--- config.mk ---
export PLATFORM = sky130hd
export DESIGN_NAME = memarb_flat
export DESIGN_NICKNAME = d
export VERILOG_FILES = /design/src/rtl/memarb_if.sv /design/src/rtl/memarb.sv /design/src/flat_wrapper.sv
export SDC_FILE = /design/constraint.sdc
export NUM_CORES = 1
export LEC_CHECK = 0
export ABC_CLOCK_PERIOD_IN_PS = 2600
export BUFFER_PORTS_ARGS = -buffer_cell sky130_fd_sc_hd__buf_4
export CORE_MARGIN = 5
export CORE_UTILIZATION = 40
export CTS_CLUSTER_SIZE = 20
export DETAILED_ROUTE_END_ITERATION = 16
export PLACE_DENSITY = 0.71
export SLEW_MARGIN = 15
export SYNTH_ARGS = -nofsm -noshare
export SYNTH_HDL_FRONTEND = slang
export SYNTH_SLANG_ARGS = --single-unit
--- constraint.sdc ---
create_clock -name clk -period 2.6 [get_ports clk]
set_clock_uncertainty 0.15 [all_clocks]
set_input_delay 0.52 -clock clk [delete_from_list [all_inputs] [get_ports clk]]
set_output_delay 0.52 -clock clk [all_outputs]
set_load 0.005 [all_outputs]
--- src/rtl/memarb_if.sv ---
// memarb bus bundle: fetch requester, data requester and the shared memory port.
// The arbiter side uses modport master; requesters plus memory use modport slave.
interface memarb_if #(
  parameter int n = 16
);
  // Instruction-fetch requester
  logic         if_req;
  logic [n-1:0] if_addr;
  logic         if_ack;
  logic [n-1:0] if_rdata;

  // Load/store requester
  logic         d_req;
  logic         d_we;
  logic [n-1:0] d_addr;
  logic [n-1:0] d_wdata;
  logic         d_ack;
  logic [n-1:0] d_rdata;

  // Unified memory port
  logic         m_req;
  logic         m_we;
  logic [n-1:0] m_addr;
  logic [n-1:0] m_wdata;
  logic [n-1:0] m_rdata;
  logic         m_ready;

  // Status
  logic         busy;

  modport master (
    input  if_req, if_addr, d_req, d_we, d_addr, d_wdata, m_rdata, m_ready,
    output if_ack, if_rdata, d_ack, d_rdata, m_req, m_we, m_addr, m_wdata, busy
  );

  modport slave (
    output if_req, if_addr, d_req, d_we, d_addr, d_wdata, m_rdata, m_ready,
    input  if_ack, if_rdata, d_ack, d_rdata, m_req, m_we, m_addr, m_wdata, busy
  );
endinterface

--- src/rtl/memarb.sv ---
// memarb: single-port memory arbiter/sequencer shared by instruction fetch and
// load/store. One transaction at a time: IDLE -> BUSY_x -> RESP -> IDLE.
// Contended grants alternate using last_d so neither side can starve.
// Every output is a flop or a pure decode of state, so no input reaches an
// output combinationally.
module memarb #(
  parameter int n = 16
) (
  input logic      clk,
  input logic      reset,   // asynchronous, active low
  memarb_if.master bus
);

  typedef enum logic [1:0] {
    IDLE   = 2'd0,
    BUSY_I = 2'd1,
    BUSY_D = 2'd2,
    RESP   = 2'd3
  } state_t;

  state_t       state_q, state_d;
  logic         last_d_q, last_d_d;      // 1 = most recent grant went to data
  logic [n-1:0] addr_q, addr_d;          // latched request, frozen while busy
  logic         we_q, we_d;
  logic [n-1:0] wdata_q, wdata_d;
  logic [n-1:0] if_rdata_q, if_rdata_d;
  logic [n-1:0] d_rdata_q, d_rdata_d;

  // Next-state logic: arbitration in IDLE, wait for m_ready in BUSY, one-cycle ack in RESP
  always_comb begin
    state_d    = state_q;
    last_d_d   = last_d_q;
    addr_d     = addr_q;
    we_d       = we_q;
    wdata_d    = wdata_q;
    if_rdata_d = if_rdata_q;
    d_rdata_d  = d_rdata_q;

    case (state_q)
      IDLE: begin
        // Data wins when alone, or when contended and fetch had the last grant.
        if (bus.d_req && (!bus.if_req || !last_d_q)) begin
          state_d  = BUSY_D;
          last_d_d = 1'b1;
          addr_d   = bus.d_addr;
          we_d     = bus.d_we;
          wdata_d  = bus.d_wdata;
        end else if (bus.if_req) begin
          state_d  = BUSY_I;
          last_d_d = 1'b0;
          addr_d   = bus.if_addr;
          we_d     = 1'b0;
        end
      end
      BUSY_I: begin
        if (bus.m_ready) begin
          if_rdata_d = bus.m_rdata;
          state_d    = RESP;
        end
      end
      BUSY_D: begin
        if (bus.m_ready) begin
          // A store leaves the previously loaded value in place.
          if (!we_q) begin
            d_rdata_d = bus.m_rdata;
          end
          state_d = RESP;
        end
      end
      RESP: begin
        state_d = IDLE;
      end
      default: begin
        state_d = IDLE;
      end
    endcase
  end

  // State and datapath registers; reset aborts any transaction immediately
  always_ff @(posedge clk or negedge reset) begin
    if (!reset) begin
      state_q    <= IDLE;
      last_d_q   <= 1'b0;
      addr_q     <= '0;
      we_q       <= 1'b0;
      wdata_q    <= '0;
      if_rdata_q <= '0;
      d_rdata_q  <= '0;
    end else begin
      state_q    <= state_d;
      last_d_q   <= last_d_d;
      addr_q     <= addr_d;
      we_q       <= we_d;
      wdata_q    <= wdata_d;
      if_rdata_q <= if_rdata_d;
      d_rdata_q  <= d_rdata_d;
    end
  end

  // Outputs: state decodes and latched registers only. In RESP, last_d_q
  // names the port that was just served.
  assign bus.m_req    = (state_q == BUSY_I) || (state_q == BUSY_D);
  assign bus.m_we     = bus.m_req && we_q;
  assign bus.m_addr   = addr_q;
  assign bus.m_wdata  = wdata_q;
  assign bus.busy     = (state_q != IDLE);
  assign bus.if_ack   = (state_q == RESP) && !last_d_q;
  assign bus.d_ack    = (state_q == RESP) && last_d_q;
  assign bus.if_rdata = if_rdata_q;
  assign bus.d_rdata  = d_rdata_q;

endmodule

--- src/flat_wrapper.sv ---
// flat-port wrapper written by rule: the top's interface ports become plain ports
module memarb_flat 
#(
  parameter int n = 16
)
  (clk, reset, bus_if_req, bus_if_addr, bus_d_req, bus_d_we, bus_d_addr, bus_d_wdata, bus_m_rdata, bus_m_ready, bus_if_ack, bus_if_rdata, bus_d_ack, bus_d_rdata, bus_m_req, bus_m_we, bus_m_addr, bus_m_wdata, bus_busy);
  memarb_if #(.n(n)) bus_i ();
  input logic clk;
  input logic reset;
  input wire logic [$bits(bus_i.if_req)-1:0] bus_if_req;
  input wire logic [$bits(bus_i.if_addr)-1:0] bus_if_addr;
  input wire logic [$bits(bus_i.d_req)-1:0] bus_d_req;
  input wire logic [$bits(bus_i.d_we)-1:0] bus_d_we;
  input wire logic [$bits(bus_i.d_addr)-1:0] bus_d_addr;
  input wire logic [$bits(bus_i.d_wdata)-1:0] bus_d_wdata;
  input wire logic [$bits(bus_i.m_rdata)-1:0] bus_m_rdata;
  input wire logic [$bits(bus_i.m_ready)-1:0] bus_m_ready;
  output wire logic [$bits(bus_i.if_ack)-1:0] bus_if_ack;
  output wire logic [$bits(bus_i.if_rdata)-1:0] bus_if_rdata;
  output wire logic [$bits(bus_i.d_ack)-1:0] bus_d_ack;
  output wire logic [$bits(bus_i.d_rdata)-1:0] bus_d_rdata;
  output wire logic [$bits(bus_i.m_req)-1:0] bus_m_req;
  output wire logic [$bits(bus_i.m_we)-1:0] bus_m_we;
  output wire logic [$bits(bus_i.m_addr)-1:0] bus_m_addr;
  output wire logic [$bits(bus_i.m_wdata)-1:0] bus_m_wdata;
  output wire logic [$bits(bus_i.busy)-1:0] bus_busy;
  assign bus_i.if_req = bus_if_req;
  assign bus_i.if_addr = bus_if_addr;
  assign bus_i.d_req = bus_d_req;
  assign bus_i.d_we = bus_d_we;
  assign bus_i.d_addr = bus_d_addr;
  assign bus_i.d_wdata = bus_d_wdata;
  assign bus_i.m_rdata = bus_m_rdata;
  assign bus_i.m_ready = bus_m_ready;
  assign bus_if_ack = bus_i.if_ack;
  assign bus_if_rdata = bus_i.if_rdata;
  assign bus_d_ack = bus_i.d_ack;
  assign bus_d_rdata = bus_i.d_rdata;
  assign bus_m_req = bus_i.m_req;
  assign bus_m_we = bus_i.m_we;
  assign bus_m_addr = bus_i.m_addr;
  assign bus_m_wdata = bus_i.m_wdata;
  assign bus_busy = bus_i.busy;
  memarb #(.n(n)) u_core (.clk(clk), .reset(reset), .bus(bus_i));
endmodule
==> flow_summary.json <==
{
  "yosysUniqueCellTypes": 24,
  "cpPeakStageDelay_ns": 0.39,
  "end_kind": "output port",
  "avgSynthCellArea_um2": 13.15,
  "clockBufferDepth": 2,
  "finalCritPeriodShare_pct": 81.71,
  "crit_buf_inv": 2,
  "dr.pass1.iters": 4,
  "diodes": 0,
  "grt_max_degree": 69,
  "cts-buffers-inserted": 9,
  "seqPwrFrac_pct": 37.7,
  "synth.area.top_cells": "dfrtp_1, mux2_2, a21oi_1, mux2_4, nand2_1",
  "p_sw_w": 0.001526,
  "cts_root_buf": "clkbuf_8",
  "peakVddDrop_uv": 491.7,
  "cts_hold_buf": 0,
  "path_clk_slew_ns": 0.08,
  "drt.antenna.violating_nets": 0,
  "overflow": 0,
  "fp-row-count": 30,
  "fmax_ghz": 0.4707,
  "grt_pass1_wl_mm": 10.90,
  "syn_to_final_growth_pct": 47.38,
  "io_pins": 139,
  "routabilityCongestion": 0.7471,
  "min_path_type": "in2async",
  "finalSetupViolations": 0,
  "p_int_w": 0.003510,
  "ys_seq_area_share_pct": 59.89,
  "start_util_pct": 41.37,
  "worstSetupPathType": "reg2out",
  "crit_path_cell_trace": "inv_1, ha_1, and2_1, buf_4",
  "fin_ws_ns": 0.4754,
  "max_cap_viol_count": 0,
  "core-area_mm2": 0.006869,
  "synthCells": 216,
  "synth_top_area_share_pct": 59.89,
  "antenna_found_initial": 0,
  "yosys_register_bits": 68,
  "wl_per_cell_um": 15.06,
  "cp_top_family": "flip-flops",
  "chipWidth_um": 94.29,
  "status": "completed",
  "drive_gt1_share_pct": 57.42,
  "hold_viol": 0,
  "powerDensity_mw_per_mm2": 1203,
  "drt_iter0_drc": 49,
  "port_buffers": 138,
  "clock_sinks": 68,
  "timing.setup.tns_ns": 0,
  "rsz0062_at_grt": "no",
  "dieArea_mm2": 0.008890,
  "die_h_um": 94.29,
  "worstPathArrival_ns": 1.45,
  "cts_tree": "yes",
  "pre_cts_ws_ns": 0.6863,
  "netSwitchingFraction_pct": 30.30,
  "maxSlewHeadroom_pct": 44.26,
  "cp-start-kind": "flop",
  "syn_nets": 291,
  "grt_pass1_vias": 2260,
  "power_w": 0.005036,
  "slowest_stage": "dfrtp_1",
  "layout.nets": 434,
  "grt_usage_pct": 15.87,
  "worst_pin_slew_ns": 0.8361,
  "yosysWarnings": 0,
  "remaining_drc_errors": 0,
  "cts_resized": 0,
  "vias": 2165,
  "post_cts_buffers": 0,
  "finalMaxSlewViolations": 0,
  "required_ns": 1.93,
  "clock_latency_ns": 0.33,
  "clkPwrFrac_pct": 19.3,
  "wirelength_mm": 6.928,
  "synth_area_mm2": 0.002841,
  "crit_fanout": 5,
  "p_leak_nw": 2.097,
  "hpwl_mm": 5.098,
  "viasPerCell": 4.707,
  "h-tree-depth": 3,
  "synth_top_area_cell": "dfrtp_1",
  "comb_power_share_pct": 43.1,
  "fin_crit_ns": 2.125
}
==> registers in the layout (all words and copies together) (netlist names) <==
| register | flops |
|---|---|
| u_core.bus.d_rdata | 16 |
| u_core.bus.if_rdata | 16 |
| u_core.bus.m_addr | 16 |
| u_core.bus.m_wdata | 16 |
| u_core.state_q | 2 |
| u_core.last_d_q | 1 |
| u_core.we_q | 1 |
==> per-layer routing <==
| layer | track usage, % | vias to the layer above | share of wire (%) |
|---|---|---|---|
| li1 | - | 1028 | - |
| met1 | 19.47 | 1043 | 41 |
| met2 | 25.41 | 87 | 47 |
| met3 | 6.010 | 7 | 11 |
| met4 | 5.776 | 0 | 0.91 |
| met5 | 0 | - | 0 |
==> placed cells by master (no fill, tap or decap), drive strengths merged, types with 2 or more instances in the layout <==
| master | Yosys | routed |
|---|---|---|
| mux2 | 49 | 49 |
| inv | 4 | 4 |
| dfrtp | 68 | 68 |
| buf | 7 | 140 |
| and2 | 2 | 2 |
| ha | 5 | 5 |
| bufinv | 0 | 2 |
| clkinv | 0 | 4 |
| mux2i | 2 | 2 |
| nand2 | 20 | 20 |
| a21oi | 33 | 33 |
| nor2 | 17 | 17 |
| clkbuf | 1 | 10 |
==> cell type report <==
type                       instances  area (um^2)
fill                             579         2681
multi-input combinational        136         1075
tap                               96        120.1
inverter                           4        15.01
clock inverter                     6        87.58
sequential                        68         1702
timing repair buffer             140         1051
clock buffer                      10        137.6
==> cells in the mapped netlist <==
cell      instances
nand2_1          19
o32a_1            1
o21ai_2           1
dfrtp_1          68
o21a_1            1
a32o_1            1
a21bo_1           1
buf_2             4
and2_1            2
mux2_2           39
buf_4             2
nor2b_1           1
clkbuf_1          1
inv_1             3
nand3b_1          1
nand2_4           1
a21oi_1          33
buf_6             1
a21boi_4          1
ha_1              5
nor2_1           17
mux2_4           10
inv_2             1
mux2i_1           2
==> final timing paths <==
check	slack (ns)	cells after the start	end	start
setup / recovery	0.48	4	bus_m_we	u_core.state_q[0]
hold reg to reg	0.36	1	u_core.bus.d_rdata[1]	u_core.bus.d_rdata[1]
hold / removal	0.13	1	u_core.bus.d_rdata[5]	reset
setup reg to reg	0.70	5	u_core.state_q[0]	u_core.state_q[1]
min in group clk	0.26	2	u_core.bus.m_wdata[6]	bus_d_wdata[6]
max in group asynchronous	1.61	1	u_core.bus.m_addr[3]	reset
==> per-stage QoR <==
| stage | utilization (%) | cells | instance area (um^2) | hold slack [ns] |
|---|---|---|---|---|
| 6_report | 60.97 | 460 | 4188 | 0.1283 |
| 3_5_place_dp | 57.69 | 444 | 3963 | 0.3446 |
| 3_3_place_gp | 57.69 | 444 | 3963 | 0.3395 |
| 5_1_grt | 60.97 | 460 | 4188 | 0.1905 |
| 2_1_floorplan | - | 216 | 2841 | 0.07441 |
| 4_1_cts | 60.97 | 460 | 4188 | 0.1601 |
==> power groups by stage <==
| stage | combinational, W | clock, W | sequential, W |
|---|---|---|---|
| global route | 0.00238 | 0.00105 | 0.00198 |
| detailed placement | 0.00221 | 0 | 0.00192 |
| finish | 0.00217 | 0.000970 | 0.00190 |
| floorplan | 0.00102 | 0 | 0.00193 |
| global placement | 0.00216 | 0 | 0.00191 |
| CTS | 0.00222 | 0.000993 | 0.00191 |
==> kinds of logic after synthesis <==
| kind of cell | share of synthesized area, % |
|---|---|
| buf+inv | 2.289 |
| compound gates | 8.102 |
| simple gates | 6.077 |
| fa+ha+maj | 2.202 |
| flops | 59.89 |
| mux | 21.44 |
Power figures use the tool's default switching activity.
